===== src/rtl/a2bus_write_capture.sv =====
// a2bus_write_capture: snoops completed Apple II bus cycles, keeps those inside an
// address window and queues them as {addr, data, rw_n} in a first-word-fall-through FIFO.
//   clk_logic, reset          : clock and synchronous active-high reset
//   addr_i, data_i, rw_n_i    : latched bus cycle, valid while data_in_strobe_i is high
//   data_in_strobe_i          : one-cycle completion pulse
//   enable_i                  : capture enable
//   m_valid_o/m_ready_i       : head handshake; m_addr_o, m_data_o, m_rw_n_o hold the head entry
//   count_o                   : occupied entries
//   overflow_o, drop_count_o  : sticky drop flag and saturating drop counter
//   clear_overflow_i          : clears overflow_o and drop_count_o
module a2bus_write_capture #(
  parameter int          DEPTH         = 16,
  parameter logic [15:0] ADDR_LO       = 16'hC000,
  parameter logic [15:0] ADDR_HI       = 16'hC0FF,
  parameter bit          CAPTURE_READS = 1'b0
) (
  input  logic                       clk_logic,
  input  logic                       reset,
  input  logic [15:0]                addr_i,
  input  logic [7:0]                 data_i,
  input  logic                       rw_n_i,
  input  logic                       data_in_strobe_i,
  input  logic                       enable_i,
  output logic                       m_valid_o,
  input  logic                       m_ready_i,
  output logic [15:0]                m_addr_o,
  output logic [7:0]                 m_data_o,
  output logic                       m_rw_n_o,
  output logic [$clog2(DEPTH):0]     count_o,
  output logic                       overflow_o,
  output logic [7:0]                 drop_count_o,
  input  logic                       clear_overflow_i
);
  localparam int AW = $clog2(DEPTH);
  logic [24:0]   mem [DEPTH];
  logic [AW-1:0] wr_ptr, rd_ptr, next_rd;
  logic [AW:0]   count, count_next;
  logic [24:0]   wr_entry, head_next;
  logic          in_window, push_req, pop, full, push, drop;
  assign in_window  = addr_i >= ADDR_LO && addr_i <= ADDR_HI;
  assign push_req   = data_in_strobe_i & enable_i & in_window & (~rw_n_i | CAPTURE_READS);
  assign pop        = m_valid_o & m_ready_i;
  assign full       = count == (AW+1)'(DEPTH);
  assign push       = push_req & (~full | pop);
  assign drop       = push_req & full & ~pop;
  assign wr_entry   = {addr_i, data_i, rw_n_i};
  assign next_rd    = rd_ptr + AW'(pop);
  assign count_next = count + (AW+1)'(push) - (AW+1)'(pop);
  // The incoming entry becomes the head directly when it lands in the slot the
  // read pointer moves to (empty FIFO, or single entry popped while pushing).
  assign head_next  = (push && wr_ptr == next_rd) ? wr_entry : mem[next_rd];
  assign m_valid_o  = |count;
  assign count_o    = count;
  always_ff @(posedge clk_logic)
    if (push) mem[wr_ptr] <= wr_entry;
  always_ff @(posedge clk_logic) begin
    if (reset) begin
      wr_ptr                         <= '0;
      rd_ptr                         <= '0;
      count                          <= '0;
      {m_addr_o, m_data_o, m_rw_n_o} <= 25'h1;
      overflow_o                     <= 1'b0;
      drop_count_o                   <= 8'd0;
    end else begin
      if (push) wr_ptr <= wr_ptr + AW'(1);
      rd_ptr <= next_rd;
      count  <= count_next;
      if (|count_next) {m_addr_o, m_data_o, m_rw_n_o} <= head_next;
      overflow_o <= drop | (overflow_o & ~clear_overflow_i);
      // A drop coinciding with a clear restarts the count at one.
      drop_count_o <= drop ? (clear_overflow_i ? 8'd1 : (drop_count_o == 8'hFF ? 8'hFF : drop_count_o + 8'd1))
                           : (clear_overflow_i ? 8'd0 : drop_count_o);
    end
  end
endmodule


===== config.mk =====
export PLATFORM = sky130hd
export DESIGN_NAME = a2bus_write_capture
export DESIGN_NICKNAME = d
export VERILOG_FILES = /design/src/rtl/a2bus_write_capture.sv
export SDC_FILE = /design/constraint.sdc
export NUM_CORES = 1
export LEC_CHECK = 0
export ABC_CLOCK_PERIOD_IN_PS = 3850
export CAP_MARGIN = 30
export CORE_MARGIN = 8
export CORE_UTILIZATION = 54
export DETAILED_ROUTE_END_ITERATION = 10
export HOLD_SLACK_MARGIN = 0.05
export PLACE_DENSITY = 0.75
export SLEW_MARGIN = 40
export SYNTH_ARGS = -nofsm -noshare
export SYNTH_HDL_FRONTEND = slang
export SYNTH_SLANG_ARGS = --single-unit

===== constraint.sdc =====
create_clock -name clk_logic -period 3.85 [get_ports clk_logic]
set_input_delay 0.385 -clock clk_logic [delete_from_list [all_inputs] [get_ports clk_logic]]
set_output_delay 0.385 -clock clk_logic [all_outputs]
set_load 0.05 [all_outputs]

==> results of run 1 <==
[per-stage QoR]
step           hold slack (ps)  total power, uW  setup slack, ps  utilization  std cells
2_1_floorplan            483.9             8441            82.04            -        993
3_3_place_gp             495.4             9754           -458.3       0.6078       1489
6_report                 509.0            14230            117.3       0.6575       1569
4_1_cts                  489.3            14240            81.75       0.6559       1569
5_1_grt                  502.3            14740           -6.673       0.6575       1569
3_5_place_dp             512.6             9837           -665.2       0.6078       1489
[flip-flops by register name, summed over array words and instances, names as in the netlist]
name and flops:
m_addr_o 16, m_data_o 8, rd_ptr 4, m_rw_n_o 1
overflow_o 1, count_o 5, drop_count_o 8, wr_ptr 4
mem 400
[final cells by class]
class	instances	share of cell area
flip-flops and latches	447	0.6228
clock buffers	49	0.05432
multi-input cells	482	0.2100
inverters	11	0.001985
well taps	402	0.02418
clock inverters	30	0.01763
repair buffers	148	0.06906
[where the power goes]
part	switching, uW	internal [uW]	total (uW)
Combinational	2280	1960	4240
Clock	1760	2650	4410
Sequential	164	5420	5580
Total	4200	10000	14200
[cells in the mapped netlist (all sizes together), types with 2 or more instances]
master  count
buf        22
mux2i      16
a221o      17
nor2b       9
nor3        9
a21oi      24
nand2     141
xor3        2
nand2b      5
a211oi      4
clkbuf     31
xor2        8
nand4       2
ha         12
nor3b       2
and4        2
xnor2       5
a41oi      16
and3        3
nor2       46
mux4       77
a22o        6
dfxtp      47
nand3      37
nand3b      3
a32oi      15
and2        5
inv        11
a311oi      4
a31oi       2
edfxtp    400
[layer usage]
layer | up-vias | routed length, um
met3 | 84 | 3134
met4 | 0 | 1158
met5 | - | 0
li1 | 4201 | -
met1 | 5061 | 16430
met2 | 429 | 20330
[worst min path at each step]
stage / start / slack (ps) / to / depth (start not counted)
after floorplan: rw_n_i / 480 / mem[0][0] / 0
after global placement: overflow_o / 500 / overflow_o / 2
after detailed placement: m_data_o[5] / 510 / m_data_o[5] / 1
after CTS: clear_overflow_i / 490 / drop_count_o[0] / 3
after global routing: addr_i[11] / 500 / mem[14][20] / 1
final: clear_overflow_i / 510 / drop_count_o[0] / 3
[worst register-to-register path: cells and delay by family (launching register included)]
| kind | cells | cell delay, ps |
|---|---|---|
| AO/OA/AOI/OAI | 3 | 610 |
| AND/OR/NAND/NOR | 4 | 520 |
| multiplexers | 1 | 540 |
| adder cells (fa/ha/maj) | 2 | 930 |
| flip-flops | 1 | 340 |
| buffers and inverters | 2 | 380 |
[cell families (layout without fill, tap and decap cells)]
| logic type | after synthesis | in the layout | synth area share |
|---|---|---|---|
| buffers and inverters | 64 | 238 | 0.01655 |
| XOR/XNOR | 15 | 15 | 0.009284 |
| flip-flops | 447 | 447 | 0.7450 |
| AND/OR/NAND/NOR | 270 | 270 | 0.06952 |
| multiplexers | 93 | 93 | 0.1090 |
| AO/OA/AOI/OAI | 91 | 91 | 0.04095 |
| adder cells (fa/ha/maj) | 13 | 13 | 0.009787 |
[what timing repair did]
item                       4_1_cts  5_1_grt
resized for setup                1        8
setup endpoints to repair       22       25
pin swaps                        1        3
buffers inserted                 1        0
==> out/qor.csv, run 1 <==
metric;value;unit
outcome;complete, no violations;
area_growth;19.63;%
crit_type;in -> reg;
synth-seq-area-share;0.7450;
synth_top_area_cell;edfxtp_1;
die_y;195.4;um
cp-end-kind;register;
hold_buffers;0;
via_count;9775;
io_pins;71;
ys.flop_type;edfxtp_1;
setup_viol;0;
grt_use_met3;0.03834;
r2r_cells;12;
crit_start;addr_i[13];
slew_violations;0;
layout.nets;1177;
stdcell_area;20800;sq um
clock_skew;27.58;ps
cp.depth;16;
routedWlPerCell;26.17;um
syn_area_per_cell;17.51;sq um
rrSetupSlack;440;ps
syn_area;17390;sq um
ant_nets;0;
synth_edf_count;400;
crit_family;simple AND/OR/NAND/NOR gates;
leakage;0.006850;uW
tns;0;ps
timing.fmax;0.2679;GHz
cts-root-buf;clkbuf_16;
crit_arrival;4160;ps
final_cell_mix;400 x edfxtp_1, 141 x nand2_1, 77 x mux4_2, 70 x clkdlybuf4s50_1, 66 x buf_4;
powerDensity;684.3;nW/um^2
crit_buf_inv;4;
num_antenna_cells;0;
synth_cells;993;
core;31640;sq um
cp_slowest_cell;or4_4;
cts_buffer_depth;3;
use_met1;0.2806;
irDropWorstVdd;0.0004206;V
initial_core_util;0.5496;
design.die.area;38190;sq um
crit_path_cell_trace;clkdlybuf4s50_1, or4_4, nor3_4, and2_1, inv_1, o21ai_0, ha_1, inv_1, fa_1, nand2b_1, a21oi_2, xnor2_2, or3_4, nor2_4, buf_12, a221o_1;
use_met2;0.3584;
min_path_type;in -> reg;
place.gp.congestion;0.7902;
ys_top_cells_by_area;edfxtp_1 69%, mux4_2 10%, dfxtp_1 5.4%;
seqCellArea;12950;sq um
synth_top_area_frac;0.6908;
critPathLaunchType;primary input;
slew_headroom;0.5104;
grt_antenna_before_repair;0;
slowest_delay;610;ps
cts_made_buffers;43;
cts_tree;done;
busiest_layer;met2;
rr_endpoint;m_data_o[2];
mappedNetlistNets;1037;
crit_path_end;m_addr_o[4];
drive_gt1_frac;0.2219;
cts_max_level;2;
timing.rr.start;count_o[2];
final_hold_viol_count;0;
fill_cells;2065;
worst_pin_slew;734.4;ps
io_buffers;70;
drv_cap;0;
track_usage;0.2132;
crit_required;4280;ps
clock_sinks;447;
min_period;3733;ps
ys_types;47;
multi_input_area;4368;sq um
placed_area;19230;sq um
layout.cells.most_common;edfxtp_1;
clk_latency;550;ps
route.detailed.drc;0;
path_max_fanout;16;
via_per_inst;6.230;
num_rows;65;
drtPass1Iterations;5;
ys_seq_elements;447;
yosys_warnings;0;
grt_max_degree;68;
drt-initial-drc-count;1126;
gr-total-overflow;0;
finalCritPeriodShare;0.9695;
first_global_vias;10000;
grt_pass1_wl;61.61;mm
async_flop_share;0;
die_w;195.4;um
wl;41.05;mm
path_clk_slew;70;ps
crit_path_frequent_cell;inv_1;
hpwl;24.57;mm
Note: power is estimated with default switching activity, not from simulation.
==> run 2, diff against run 1 <==
==> constraint.sdc (replaced) <==
create_clock -name clk_logic -period 3.85 [get_ports clk_logic]
set_input_delay 0.385 -clock clk_logic [delete_from_list [all_inputs] [get_ports clk_logic]]
set_output_delay 0.385 -clock clk_logic [all_outputs]
set_load 0.1 [all_outputs]
==> out/qor.csv, run 2 (same netlist as run 1, synthesis figures left out) <==
metric;value;unit;change
slew_headroom;0.4874;;was 0.5104
finalCritPeriodShare;0.9219;;was 0.9695
crit_path_frequent_cell;inv_1;;unchanged
routedWlPerCell;25.66;um;was 26.17 um
path_max_fanout;16;;unchanged
clock_skew;25.69;ps;was 27.58 ps
dp_slack;-497.9;ps;was -665.2 ps
grt_pass1_wl;60.51;mm;was 61.61 mm
cts_max_level;2;;unchanged
layout.nets;1185;;was 1177
cp-end-kind;register;;unchanged
crit_required;4260;ps;was 4280 ps
whs;497.7;ps;was 509.0 ps
leakage;0.006882;uW;was 0.006850 uW
switching_share;0.3261;;was 0.2953
setup_viol;0;;unchanged
post_cts_resized;0;;was 1
ant_nets;0;;unchanged
clk_latency;540;ps;was 550 ps
outcome;complete, no violations;;unchanged
critPathLaunchType;primary input;;unchanged
io_buffers;70;;unchanged
design.die.area;38190;sq um;unchanged
num_rows;65;;unchanged
cts_tree;done;;unchanged
cp_slowest_cell;or4_4;;unchanged
drive_gt1_frac;0.2651;;was 0.2219
cts_buffer_depth;3;;unchanged
via_count;9797;;was 9775
crit_path_cell_trace;clkdlybuf4s50_1, or4_4, nor3_2, buf_4, and2_1, inv_1, o21ai_2, ha_2, inv_1, fa_2, nand2b_4, a21oi_4, xnor2_4, nor3_4, nor3b_4, buf_12, a221o_1;;was clkdlybuf4s50_1, or4_4, nor3_4, and2_1, inv_1, o21ai_0, ha_1, inv_1, fa_1, nand2b_1, a21oi_2, xnor2_2, or3_4, nor2_4, buf_12, a221o_1
crit_type;in -> reg;;unchanged
drv_cap;0;;unchanged
rrSetupSlack;570;ps;was 440 ps
switchingPower;4699;uW;was 4203 uW
clock_sinks;447;;unchanged
via_per_inst;6.201;;was 6.230
slowest_delay;590;ps;was 610 ps
regMostFlops;mem;;unchanged
hpwl;24.90;mm;was 24.57 mm
pwr-share-clk;0.290;;was 0.310
intPower;9712;uW;was 10030 uW
drtPass1Iterations;5;;unchanged
worst_slack;300.6;ps;was 117.3 ps
place.gp.congestion;0.7923;;was 0.7902
path_clk_slew;60;ps;was 70 ps
first_global_vias;9681;;was 10.00k
largest_reg_flops;400;;unchanged
rsz0062_at_grt;false;;
slew_violations;0;;unchanged
area_growth;18.06;%;was 19.63%
die_y;195.4;um;unchanged
crit_arrival;3960;ps;was 4160 ps
timing.fmax;0.2817;GHz;was 0.2679 GHz
initial_core_util;0.5496;;unchanged
cts-root-buf;clkbuf_16;;unchanged
min_period;3549;ps;was 3733 ps
gr-total-overflow;0;;unchanged
route.detailed.drc;0;;unchanged
die_w;195.4;um;unchanged
drt-initial-drc-count;1200;;was 1126
cts_made_buffers;45;;was 43
track_usage;0.2111;;was 0.2132
wl;40.55;mm;was 41.05 mm
share_comb_of_total_power;0.323;;was 0.298
grt_max_degree;61;;was 68
core;31640;sq um;unchanged
seq_power_share;0.387;;was 0.392
grt_antenna_before_repair;2;;was 0
final_hold_viol_count;0;;unchanged
hold_buffers;0;;unchanged
final_cell_mix;400 x edfxtp_1, 141 x nand2_1, 77 x mux4_2, 76 x buf_4, 46 x clkbuf_16;;was 400 x edfxtp_1, 141 x nand2_1, 77 x mux4_2, 70 x clkdlybuf4s50_1, 66 x buf_4
irDropWorstVdd;0.0005853;V;was 0.0004206 V
layout.cells.most_common;edfxtp_1;;unchanged
powerDensity;702.1;nW/um^2;was 684.3 nW/um^2
io_pins;71;;unchanged
min_path_type;reg -> reg;;was in -> reg
worst_pin_slew;768.9;ps;was 734.4 ps
## run 2: power by group through the flow
| stage | logic, uW | registers (uW) | clock network [uW] |
|---|---|---|---|
| floorplan | 2640 | 6520 | 0 |
| global placement | 4730 | 5680 | 0 |
| detailed placement | 4670 | 5680 | 0 |
| CTS | 4700 | 5580 | 4230 |
| global route | 4950 | 5590 | 4420 |
| finish | 4650 | 5580 | 4180 |
## run 2: repair_timing
item                                    CTS  global route
setup buffers                             0             1
endpoints found under the setup margin    0             8
hold endpoints to repair                  0             0
## run 2: path summary, 6_finish.rpt
path,from,endpoint,cells past startpoint
worst max-delay path,addr_i[13],m_data_o[4],17
worst min-delay path,overflow_o,overflow_o,2
worst min register to register,overflow_o,overflow_o,2
worst max register to register,count_o[3],m_addr_o[13],10
## run 2: per-stage QoR
stage                       util  TNS, ps  cells  power (uW)  area (sq um)
after floorplan                -    -1792    993        9157         17530
after global placement    0.6094    -8455   1495       10410         19280
after detailed placement  0.6031   -10630   1495       10350         19080
after CTS                 0.6479        0   1578       14510         20500
after global routing      0.6488        0   1580       14950         20530
final                     0.6488        0   1580       14410         20530
## run 2: worst max-delay path, delay by kind of cell
kind                     cells  cell delay [ps]
AO/OA/AOI/OAI                3              630
XOR/XNOR                     1              130
adder cells (fa/ha/maj)      2              540
buffers and inverters        5              870
AND/OR/NAND/NOR              6             1410
## run 2: final cells by class
type / instances / area (sq um)
Fill cell: 2055 / 11110
Inverter: 11 / 43.79
Sequential cell: 447 / 12970
Timing Repair Buffer: 154 / 1231
Tap cell: 402 / 503.0
Antenna cell: 1 / 2.502
Clock buffer: 62 / 1251
Clock inverter: 21 / 167.7
Multi-Input combinational cell: 482 / 4358
## run 2: routing by layer
layer | vias up | global-route usage | wire, um | part of all wire
li1 | 4223 | - | - | -
met1 | 5008 | 0.2998 | 16740 | 0.41
met2 | 490 | 0.3310 | 19070 | 0.47
met3 | 74 | 0.03731 | 3734 | 0.092
met4 | 2 | 0.06569 | 991 | 0.024
met5 | - | 0 | 13 | 0.00032
==> run 3, diff against run 2 <==
- CORE_MARGIN: 8 -> default
==> out/qor.csv, run 3 (same netlist as run 1, synthesis figures left out) <==
metric;value;unit;change
outcome;complete, no violations;;unchanged
finish.cell_count_without_fillers;1568;;was 1580
cts-root-buf;clkbuf_16;;unchanged
min_path_type;in -> reg;;was reg -> reg
postCtsSetupRepairBufs;0;;unchanged
timing.fmax;0.2705;GHz;was 0.2817 GHz
regMostFlops;mem;;unchanged
area_growth;17.83;%;was 18.06%
switchingPower;4693;uW;was 4699 uW
rrSetupSlack;420;ps;was 570 ps
pwr-share-clk;0.294;;was 0.290
track_usage;0.2447;;was 0.2111
drive_gt1_frac;0.2564;;was 0.2651
cp-end-kind;register;;unchanged
drv_cap;0;;unchanged
finalPower;14490;uW;was 14410 uW
seqCellArea;12970;sq um;unchanged
grt_antenna_before_repair;0;;was 2
critPathLaunchType;primary input;;unchanged
clock_sinks;447;;unchanged
slew_headroom;0.4896;;was 0.4874
via_count;9623;;was 9797
share_comb_of_total_power;0.321;;was 0.323
rsz0062_at_grt;false;;unchanged
whs;503.2;ps;was 497.7 ps
irDropWorstVdd;0.0004903;V;was 0.0005853 V
num_antenna_cells;0;;was 1
leakage;0.006836;uW;was 0.006882 uW
grt_pass1_wl;59.08;mm;was 60.51 mm
worst_pin_slew;761.9;ps;was 768.9 ps
place.gp.congestion;0.7667;;was 0.7923
cts_max_level;2;;unchanged
largest_reg_flops;400;;unchanged
initial_core_util;0.5496;;unchanged
hold_start;clear_overflow_i;;was overflow_o
cts_buffer_depth;3;;unchanged
cts_made_buffers;44;;was 45
io_pins;71;;unchanged
cts_tree;done;;unchanged
clock_skew;14.77;ps;was 25.69 ps
final_hold_viol_count;0;;unchanged
stdcell_area;20490;sq um;was 20530 sq um
finalCritPeriodShare;0.9603;;was 0.9219
tns;0;ps;unchanged
crit_arrival;4180;ps;was 3960 ps
crit_required;4330;ps;was 4260 ps
intPower;9794;uW;was 9712 uW
setup_viol;0;;unchanged
hold_buffers;0;;unchanged
path_clk_slew;60;ps;about the same
min_to;drop_count_o[0];;was overflow_o
r2r_cells;11;;was 10
min_period;3697;ps;was 3549 ps
route.detailed.drc;0;;unchanged
path_max_fanout;16;;unchanged
timing.rr.start;count_o[3];;unchanged
layout.cells.most_common;edfxtp_1;;unchanged
grt_max_degree;77;;was 61
clk_latency;550;ps;was 540 ps
die_y;181.4;um;was 195.4 um
die_w;181.4;um;was 195.4 um
seq_power_share;0.386;;was 0.387
wl;39.41;mm;was 40.55 mm
drtPass1Iterations;5;;unchanged
core;31640;sq um;unchanged
num_rows;65;;unchanged
first_global_vias;9496;;was 9681
powerDensity;707.1;nW/um^2;was 702.1 nW/um^2
design.die.area;32920;sq um;was 38190 sq um
multi_input_area;4378;sq um;was 4358 sq um
slew_violations;0;;unchanged
switching_share;0.3239;;was 0.3261
via_per_inst;6.137;;was 6.201
io_buffers;70;;unchanged
min_path_cells;3;;was 2
rr_endpoint;m_data_o[5];;was m_addr_o[13]
hpwl;23.74;mm;was 24.90 mm
place_inst;1490;;was 1495
layout.nets;1178;;was 1185
placed_area;19060;sq um;was 19080 sq um
fill_cells;2107;;was 2055
crit_type;in -> reg;;unchanged
post_cts_resized;0;;unchanged
ant_nets;0;;unchanged
routedWlPerCell;25.13;um;was 25.66 um
gr-total-overflow;0;;unchanged
final_cell_mix;400 x edfxtp_1, 141 x nand2_1, 77 x mux4_2, 71 x buf_4, 44 x clkbuf_16;;was 400 x edfxtp_1, 141 x nand2_1, 77 x mux4_2, 76 x buf_4, 46 x clkbuf_16
drt-initial-drc-count;1096;;was 1200
run 3: changes by cell type in the layout (fill, tap and decap cells not counted), sizes merged:
cell / change
clkinv: -8
bufinv: +3
buf: -6
diode: -1
run 3: metrics by stage:
step           utilization  setup slack [ps]
2_1_floorplan            -            -92.92
3_3_place_gp        0.6089            -335.4
3_5_place_dp        0.6025            -438.6
4_1_cts             0.6474             115.8
5_1_grt             0.6476             45.33
6_report            0.6476             152.9
run 3: how the worst max path moves through the flow:
| stage | from | end | slack [ps] |
|---|---|---|---|
| after global routing | addr_i[13] | m_data_o[5] | 50 |
| after detailed placement | addr_i[13] | m_addr_o[13] | -440 |
| after global placement | addr_i[13] | m_addr_o[13] | -340 |
| after CTS | addr_i[13] | m_addr_o[12] | 120 |
| after floorplan | count_o[3] | m_addr_o[1] | -90 |
| final | addr_i[13] | m_data_o[5] | 150 |
run 3: worst max-delay path: stages:
cell and delay (ps):
clkdlybuf4s50_1 440, or4_4 590, nor3_2 280, and2_1 190, inv_1 50, o21ai_2 120
ha_2 180, inv_1 50, fa_2 350, nand2b_4 160, a21oi_4 200, xnor2_4 170
nor3_4 90, nor3b_4 630, a221o_1 280
run 3: cell type report:
class                           count  share of cell area
Tap cell                          402             0.02455
Inverter                           11            0.002138
Multi-Input combinational cell    482              0.2137
Timing Repair Buffer              148             0.05729
Sequential cell                   447              0.6330
Clock buffer                       62             0.05802
Clock inverter                     16             0.01130
run 3: routing by layer:
layer | GRT usage | wire, um | up-vias
met5 | 0 | 0 | -
met4 | 0.06271 | 769 | 0
met3 | 0.03490 | 3137 | 64
met2 | 0.3897 | 19220 | 458
met1 | 0.3602 | 16280 | 4901
li1 | - | - | 4200
run 3: power groups by stage:
stage / combinational, uW / sequential, uW / clock (uW)
6_report: 4650 / 5590 / 4250
5_1_grt: 4930 / 5590 / 4480
4_1_cts: 4680 / 5580 / 4310
3_5_place_dp: 4670 / 5680 / 0
3_3_place_gp: 4710 / 5690 / 0
2_1_floorplan: 2640 / 6520 / 0
